==> src/rtl/ula_multiciclo.sv <==
// Handshaked multi-cycle ALU: single-cycle logic/arithmetic ops plus iterative SHL/SHR/MUL.
// Results and flags are registered and held while the consumer stalls.
//
// state | meaning
// IDLE  | waiting for a request (in_ready high once out of reset)
// RUN   | iterating a shift or multiply, one step per cycle
// DONE  | result presented, waiting for out_ready
module ula_multiciclo #(
  parameter  int WIDTH = 16,
  localparam int SH_W  = $clog2(WIDTH)
) (
  input  logic             clk,
  input  logic             rst_n,
  input  logic             in_valid,
  output logic             in_ready,
  input  logic [3:0]       op,
  input  logic [WIDTH-1:0] a,
  input  logic [WIDTH-1:0] b,
  output logic             out_valid,
  input  logic             out_ready,
  output logic [WIDTH-1:0] s,
  output logic             flag_z,
  output logic             flag_n,
  output logic             flag_c,
  output logic             flag_v,
  output logic             err
);

  localparam int CNT_W = SH_W + 1;

  localparam logic [3:0] OP_ADD = 4'b0000;
  localparam logic [3:0] OP_SUB = 4'b0001;
  localparam logic [3:0] OP_AND = 4'b0010;
  localparam logic [3:0] OP_OR  = 4'b0011;
  localparam logic [3:0] OP_XOR = 4'b0100;
  localparam logic [3:0] OP_SHL = 4'b0101;
  localparam logic [3:0] OP_SHR = 4'b0110;
  localparam logic [3:0] OP_MUL = 4'b0111;

  typedef enum logic [1:0] {IDLE, RUN, DONE} state_t;

  state_t             state_q;
  logic               armed_q;
  logic [3:0]         op_q;
  logic [2*WIDTH-1:0] p_q;
  logic [WIDTH-1:0]   mcand_q;
  logic [CNT_W-1:0]   cnt_q;
  logic [WIDTH-1:0]   s_q;
  logic               z_q, n_q, c_q, v_q, err_q;

  logic [SH_W-1:0]    k;
  logic [WIDTH:0]     add_w;
  logic [WIDTH-1:0]   alu_s;
  logic               alu_c, alu_v, alu_err, alu_z;
  logic [WIDTH:0]     mul_sum;
  logic [2*WIDTH-1:0] run_p;
  logic               run_c;
  logic [WIDTH-1:0]   run_s;

  assign k = b[SH_W-1:0];

  always_comb begin
    add_w   = '0;
    alu_s   = '0;
    alu_c   = 1'b0;
    alu_v   = 1'b0;
    alu_err = 1'b0;
    case (op)
      OP_ADD: begin
        add_w = {1'b0, a} + {1'b0, b};
        alu_s = add_w[WIDTH-1:0];
        alu_c = add_w[WIDTH];
        alu_v = (a[WIDTH-1] == b[WIDTH-1]) && (alu_s[WIDTH-1] != a[WIDTH-1]);
      end
      OP_SUB: begin
        add_w = {1'b0, a} + {1'b0, ~b} + (WIDTH+1)'(1);
        alu_s = add_w[WIDTH-1:0];
        alu_c = add_w[WIDTH];
        alu_v = (a[WIDTH-1] != b[WIDTH-1]) && (alu_s[WIDTH-1] != a[WIDTH-1]);
      end
      OP_AND: alu_s = a & b;
      OP_OR:  alu_s = a | b;
      OP_XOR: alu_s = a ^ b;
      // Zero-amount shifts complete here; nonzero amounts and MUL go through RUN.
      OP_SHL, OP_SHR: alu_s = a;
      OP_MUL: alu_s = '0;
      default: alu_err = 1'b1;
    endcase
    alu_z = (alu_s == '0) && !alu_err;
  end

  // One iteration step; for MUL p_q holds {partial_high, remaining_multiplier}.
  always_comb begin
    mul_sum = {1'b0, p_q[2*WIDTH-1:WIDTH]} + (p_q[0] ? {1'b0, mcand_q} : '0);
    run_p   = p_q;
    run_c   = 1'b0;
    case (op_q)
      OP_SHL: begin
        run_p[WIDTH-1:0] = {p_q[WIDTH-2:0], 1'b0};
        run_c            = p_q[WIDTH-1];
      end
      OP_SHR: begin
        run_p[WIDTH-1:0] = {1'b0, p_q[WIDTH-1:1]};
        run_c            = p_q[0];
      end
      default: begin
        run_p = {mul_sum, p_q[WIDTH-1:1]};
        run_c = |run_p[2*WIDTH-1:WIDTH];
      end
    endcase
    run_s = run_p[WIDTH-1:0];
  end

  always_ff @(posedge clk or negedge rst_n) begin
    if (!rst_n) begin
      state_q <= IDLE;
      armed_q <= 1'b0;
      op_q    <= '0;
      p_q     <= '0;
      mcand_q <= '0;
      cnt_q   <= '0;
      s_q     <= '0;
      z_q     <= 1'b0;
      n_q     <= 1'b0;
      c_q     <= 1'b0;
      v_q     <= 1'b0;
      err_q   <= 1'b0;
    end else begin
      armed_q <= 1'b1;
      case (state_q)
        IDLE: begin
          if (in_valid && in_ready) begin
            op_q <= op;
            if ((op == OP_SHL || op == OP_SHR) && (k != '0)) begin
              state_q <= RUN;
              p_q     <= {{WIDTH{1'b0}}, a};
              cnt_q   <= {1'b0, k};
            end else if (op == OP_MUL) begin
              state_q <= RUN;
              p_q     <= {{WIDTH{1'b0}}, b};
              mcand_q <= a;
              cnt_q   <= CNT_W'(WIDTH);
            end else begin
              state_q <= DONE;
              s_q     <= alu_s;
              z_q     <= alu_z;
              n_q     <= alu_s[WIDTH-1];
              c_q     <= alu_c;
              v_q     <= alu_v;
              err_q   <= alu_err;
            end
          end
        end
        RUN: begin
          p_q   <= run_p;
          cnt_q <= cnt_q - CNT_W'(1);
          if (cnt_q == CNT_W'(1)) begin
            state_q <= DONE;
            s_q     <= run_s;
            z_q     <= (run_s == '0);
            n_q     <= run_s[WIDTH-1];
            c_q     <= run_c;
            v_q     <= 1'b0;
            err_q   <= 1'b0;
          end
        end
        DONE: begin
          if (out_ready) state_q <= IDLE;
        end
        default: state_q <= IDLE;
      endcase
    end
  end

  assign in_ready  = armed_q && (state_q == IDLE);
  assign out_valid = (state_q == DONE);
  assign s         = s_q;
  assign flag_z    = z_q;
  assign flag_n    = n_q;
  assign flag_c    = c_q;
  assign flag_v    = v_q;
  assign err       = err_q;

endmodule

==> config.mk <==
export PLATFORM = sky130hd
export DESIGN_NAME = ula_multiciclo
export DESIGN_NICKNAME = d
export VERILOG_FILES = /design/src/rtl/ula_multiciclo.sv
export SDC_FILE = /design/constraint.sdc
export NUM_CORES = 1
export LEC_CHECK = 0
export CAP_MARGIN = 20
export CORE_ASPECT_RATIO = 2
export CORE_UTILIZATION = 33
export DETAILED_ROUTE_END_ITERATION = 12
export PLACE_DENSITY_LB_ADDON = 0.08
export SLEW_MARGIN = 30
export SYNTH_ARGS = -nofsm -noshare
export SYNTH_HDL_FRONTEND = slang
export SYNTH_SLANG_ARGS = --single-unit
==> constraint.sdc <==
create_clock -name clk -period 3.6 [get_ports clk]
set_input_delay 0.72 -clock clk [delete_from_list [all_inputs] [get_ports clk]]
set_output_delay 0.72 -clock clk [all_outputs]
set_load 0.01 [all_outputs]
## Word level (Yosys, flattened, before mapping)

Index checks and enable logic that the tools add are counted.

- Input port bits: 40
- Register bits: 81
- Memories: 0
- Latch bits: 0
- ROM bits: 0
- Output and inout port bits: 23
- Bits in writable memories: 0
- Word-level logic and storage cells: 120

- Divide/modulo/power cells: 0
- Mux-type cells: 51
- Bitwise operators: 5
- $mul: 0
- Equal/unequal tests: 23
- Add/sub/neg operators: 5
- Shifts and indexed selects: 0
- Reductions and logical operators: 23
- Order comparisons: 0

Operator list:

| cell | number |
|---|---|
| 2-to-1 mux 16 bit | 6 |
| 2-to-1 mux 32 bit | 3 |
| case mux 16 bit (6 select lines) | 1 |
| case mux 16 bit (2 select lines) | 2 |
| case mux 32 bit (2 select lines) | 1 |
| adder 16 x 16 -> 17 bit | 3 |
| logical NOT 16 bit | 2 |
| equality test 4 x 3 -> 1 bit (second input constant) | 6 |
| 2-to-1 mux 1 bit | 20 |
| adder 17 x 1 -> 17 bit (second input constant) | 1 |
| bitwise AND 16 bit | 1 |
| NOT 16 bit | 1 |
| OR 16 bit | 1 |
| case mux 1 bit (2 select lines) | 8 |
| OR reduction 16 bit | 1 |
| bitwise XOR 16 bit | 1 |
| 2-to-1 mux 5 bit | 3 |
| 2-to-1 mux 2 bit | 5 |
| inequality test 2 bit (second input constant) | 5 |
| case mux 5 bit (2 select lines) | 1 |
| equality test 4 x 2 -> 1 bit (second input constant) | 2 |
| AND reduction 4 bit | 2 |
| OR reduction 8 bit | 1 |
| logical AND 1 bit | 6 |
| other kinds (20) | 24 |

## Logic depth before layout (Yosys ltp)

- Depth in word-level cells: 10
- Depth in mapped cells: 14
- Gate-level depth less buffers: 13

## Least setup slack after synthesis

OpenSTA, ideal clock, no wires.

- Path type: register -> register
- From: register p_q[0]
- To: register c_q, in the netlist flag_c
- Stages on the path, launching flop included: 14
- Required time: 3459 ps
- Buffers on the path: 1
- Slack: 113 ps
- Arrival: 3346 ps
- Period minus slack after synthesis: 3487 ps
- Setup time: 141 ps
- Cell sequence: dfrtp_1 > clkbuf_1 > and2_1 > ha_1 > inv_1 > fa_1 > nor2b_1 > o31a_1 > a21oi_1 > or4_1 > or3_1 > or4_1 > o31ai_1 > a41oi_1

- Cells in the longest elaborated chain, start to end: 6

RTL lines:

| what | RTL line | source |
|---|---|---|
| from (decl) | 45 | `logic [2*WIDTH-1:0] p_q;` |
| from (signal assigned) | 136 | `p_q <= {{WIDTH{1'b0}}, a};` |
| from (signal assigned) | 140 | `p_q <= {{WIDTH{1'b0}}, b};` |
| from (signal assigned) | 155 | `p_q <= run_p;` |
| 2-to-1 mux 16 bit | 94 | `mul_sum = {1'b0, p_q[2*WIDTH-1:WIDTH]} + (p_q[0] ? {1'b0, mcand_q} : '0);` |
| adder 16 x 16 -> 17 bit | 94 |  |
| OR reduction 16 bit | 108 | `run_c = \|run_p[2*WIDTH-1:WIDTH];` |
| case mux 1 bit (2 select lines) * | 97 | `case (op_q)` |
| 2-to-1 mux 1 bit * | 157 | `if (cnt_q == CNT_W'(1)) begin` |
| case mux 1 bit (2 select lines) * | 130 | `case (state_q)` |
| to (signal assigned) | 148 | `c_q <= alu_c;` |
| to (signal assigned) | 162 | `c_q <= run_c;` |
| to (decl) | 49 | `logic z_q, n_q, c_q, v_q, err_q;` |

Every way passes the cells marked *; elsewhere a longest branch is shown, timed or not. The select of a mux whose other input is x is not followed.
A chain may end at the register's enable or synchronous reset.

## Worst setup path in the final report

- From: input a[6]
- To: register z_q, in the netlist flag_z

- Cells in the longest elaborated chain, start to end: 9
- Elaborated cells on any way between the ends: 13
- Those cells by class: add/sub: 3; mux: 5; bitwise: 3; reduce/logical: 2

RTL lines:

| what | RTL line | source |
|---|---|---|
| from (decl) | 17 | `input logic [WIDTH-1:0] a,` |
| adder 16 x 16 -> 17 bit | 76 | `add_w = {1'b0, a} + {1'b0, ~b} + (WIDTH+1)'(1);` |
| adder 17 x 1 -> 17 bit | 76 |  |
| case mux 16 bit (6 select lines) * | 68 | `case (op)` |
| logical NOT 16 bit * | 89 | `alu_z = (alu_s == '0) && !alu_err;` |
| logical AND 1 bit * | 89 |  |
| 2-to-1 mux 1 bit * | 138 | `end else if (op == OP_MUL) begin` |
| 2-to-1 mux 1 bit * | 134 | `if ((op == OP_SHL \|\| op == OP_SHR) && (k != '0)) begin` |
| 2-to-1 mux 1 bit * | 132 | `if (in_valid && in_ready) begin` |
| case mux 1 bit (2 select lines) * | 130 |  |
| to (signal assigned) | 146 | `z_q <= alu_z;` |
| to (signal assigned) | 160 | `z_q <= (run_s == '0);` |
| to (decl) | 49 |  |

Marked as above.

==> results.toml <==
[run_status]
status = "finished clean"

[worst_setup_path]
critical_path.startpoint_type = "input pin"
cp_cell_sequence = "clkdlybuf4s50_1, inv_1, ha_1, nor2b_2, or4_4, o21a_4, and3_1, o32a_1, or3_4, nor4_4, and4b_1, a31o_1"
cp_slowest_stage_delay_ns = 0.53
cp-end-kind = "flip-flop"
critPathSlowestCell = "clkdlybuf4s50_1"
arrival_ns = 3.80
cp_max_fo = 5
cp.required_ns = 3.89
critPathBufInv = 2
critPathKind = "input pin to flip-flop"
crit_family = "simple AND/OR/NAND/NOR gates"

[sta]
setup_viol = 0
max_freq_mhz = 284.6
finalCritPeriodShare_pct = 97.61
rsz0062_at_grt = "true"
clock-skew-final_ns = 0.005856
drv_slew = 0
worst_slew_pin_slew_ns = 0.7148
period_minus_slack_ns = 3.514
slew_headroom_pct = 52.35
hold_viol_final = 0

[placement]
dp_hpwl_um = 23580
placed_cells = 1387
gp_congestion = 1.009
post_dp_cell_area_um2 = 9744
port_buffers = 62

[global_route]
grt_overflow_total = 0
antenna_found_initial = 0
grt.total_usage_pct = 26.14
grt_max_degree = 53
grt-busiest-layer = "met2"
met1_usage_pct = 26.38
grt_pass1_wl_um = 44730
use_met3_pct = 2.158
grt_pass1_vias = 8052
met2_usage_pct = 49.51

[layout]
area_delta_synth_final_pct = 40.04
fin_cells = 1406
design_area_um2 = 10350
post-route-util_pct = 46.91
nets = 1237
antenna_cells = 0
layout-drive-gt1-share_pct = 28.58

[clocking]
cts.clk_slew.worst_paths_ns = 0.06
cts_tree = "built"
ctsLongestPathBuffers = 2
clock_sinks = 80
h-tree-depth = 3
root_buffer = "clkbuf_16"
insertion_delay_ns = 0.35
cts_made_buffers = 9

[routing]
viasPerCell = 5.502
vias = 7736
post_drt_wl_per_cell_um = 20.51
drcViolationCount = 0
ant_nets = 0
dr.pass1.iters = 5
drtIter0Drc = 365
wl_um = 28830

[synth]
seq_area_frac_synth_pct = 27.09
synthTopCellsByCount = "nand2_1, dfrtp_1, ha_1, nor2_1, o21ai_0"
syn_area_um2 = 7391
synthFlopType = "dfrtp_1"
synth_top_area_share_pct = 27.09
synth_warnings = 0
synth_most_common_cell = "nand2_1"
ys_seq_elements = 80
syn_nets = 998
synth_edf_count = 0
synth_cell_types = 88
async_reset_ff_share_pct = 100.0
synth_area_leader_cell = "dfrtp_1"
synth.top_cells.by_area = "dfrtp_1, ha_1, o21ai_0, nand2_1, a21oi_1"
synthCells = 886
synth.avg_cell_area_um2 = 8.342

[power_and_ir_drop]
p_clk_share_pct = 18.3
sequentialPowerShare_pct = 29.6
irDropWorstVdd_uv = 279.2
p_comb_share_pct = 52.1
leakage_uw = 0.004683
power_density_nw_per_um2 = 517.9
internal-power_uw = 3271
p_sw_share_pct = 38.97
switching_power_uw = 2089

[floorplanning]
start_util_pct = 33.50
die_area_um2 = 23030
die_y_um = 213.6
design.core.area_um2 = 22060
die_w_um = 107.8
num_io_pins = 63
num_rows = 77

[run]
max_cap_viol_count = 0

[min_path]
hold_path_class = "input pin to async pin"
registers in the layout, indices dropped and copies added, names as in the netlist:
| name | count |
|---|---|
| err | 1 |
| cnt_q | 5 |
| op_q | 4 |
| flag_z | 1 |
| armed_q | 1 |
| flag_v | 1 |
| p_q | 32 |
| s | 16 |
| state_q | 2 |
| mcand_q | 16 |
| flag_c | 1 |
cells by family (layout without fill, tap and decap cells):
group | after synthesis | after routing | share of synthesized area [%]
AOI/OAI and AO/OA | 302 | 302 | 27.92
and+or+nand+nor | 269 | 269 | 18.13
DFF | 80 | 80 | 27.09
xor gates and xnor gates | 15 | 15 | 1.879
other | 1 | 1 | 0.05074
buffers and inverters | 110 | 354 | 7.144
muxes | 37 | 37 | 5.299
adders and majority gates | 72 | 72 | 12.49
worst register-to-register path: cells and delay by family (launching register included):
kind,cells,cell delay [ns]
AOI/OAI and AO/OA,6,1.34
buffers and inverters,2,0.31
adders and majority gates,1,0.23
DFF,1,0.40
and+or+nand+nor,4,1.08
per-layer routing:
metal	vias to the layer above	share of wire, %
met1	3746	36
met2	186	55
met5	-	0
li1	3721	-
met4	0	6.9
met3	83	2.5
metrics by stage:
stage          hold WS, ns  setup TNS [ns]  setup WS (ns)  power (µW)
2_1_floorplan       0.4244               0         0.1132        2925
3_3_place_gp        0.4742          -3.510        -0.6343        4216
3_5_place_dp        0.4836          -4.010        -0.6568        4225
4_1_cts             0.4396       -0.001464      -0.001464        5308
5_1_grt             0.4766        -0.06428       -0.04536        5724
6_report            0.4113               0        0.08601        5360
power by group through the flow:
stage | clock network, µW | registers [µW] | logic [µW]
2_1_floorplan | 0 | 1530 | 1390
3_3_place_gp | 0 | 1580 | 2630
3_5_place_dp | 0 | 1590 | 2640
4_1_cts | 1000 | 1580 | 2730
5_1_grt | 1040 | 1630 | 3050
6_report | 982 | 1580 | 2790
layout make-up:
type	count	area, µm²
sequential	80	2002
fill	2202	11710
clock inverter	2	35.03
multi-input combinational	696	5166
inverter	61	229.0
tap	276	345.3
timing repair buffer	277	2288
clock buffer	14	284.0
final timing paths:
path / from / to / slack [ns] / cells after the start
setup / recovery: a[6] / flag_z$_DFFE_PN0P_ / 0.09 / 12
hold / removal: rst_n / mcand_q[11]$_DFFE_PN0P_ / 0.41 / 1
setup reg to reg: p_q[0]$_DFFE_PN0P_ / flag_c$_DFFE_PN0P_ / 0.11 / 13
hold reg to reg: p_q[30]$_DFFE_PN0P_ / p_q[30]$_DFFE_PN0P_ / 0.49 / 2
max in group asynchronous: rst_n / mcand_q[1]$_DFFE_PN0P_ / 2.44 / 2
min in group clk: p_q[30]$_DFFE_PN0P_ / p_q[30]$_DFFE_PN0P_ / 0.49 / 2
layout by cell type (no fill, tap or decap), types with 8 or more instances in the layout:
cell type,count
a211oi_1,9
a21oi_1,57
a221oi_1,14
a22o_1,13
a31oi_1,11
and2_1,18
buf_4,211
clkbuf_16,9
clkdlybuf4s50_1,54
dfrtp_1,80
ha_1,63
inv_1,60
mux2_2,17
mux2i_1,20
nand2_1,79
nand2b_1,8
nand3_1,11
nor2_1,69
nor2b_1,13
nor3_1,14
o211ai_1,33
o21a_1,8
o21ai_0,54
o21ai_1,10
xor2_1,8
repair_timing:
action                                  in CTS  in global routing
pin swaps                                   14                  9
resized for setup                           26                 34
setup buffers                                3                  0
endpoints found under the setup margin       6                  8
hold buffers                                 0                  0
Note: power is estimated with default switching activity, not from simulation.
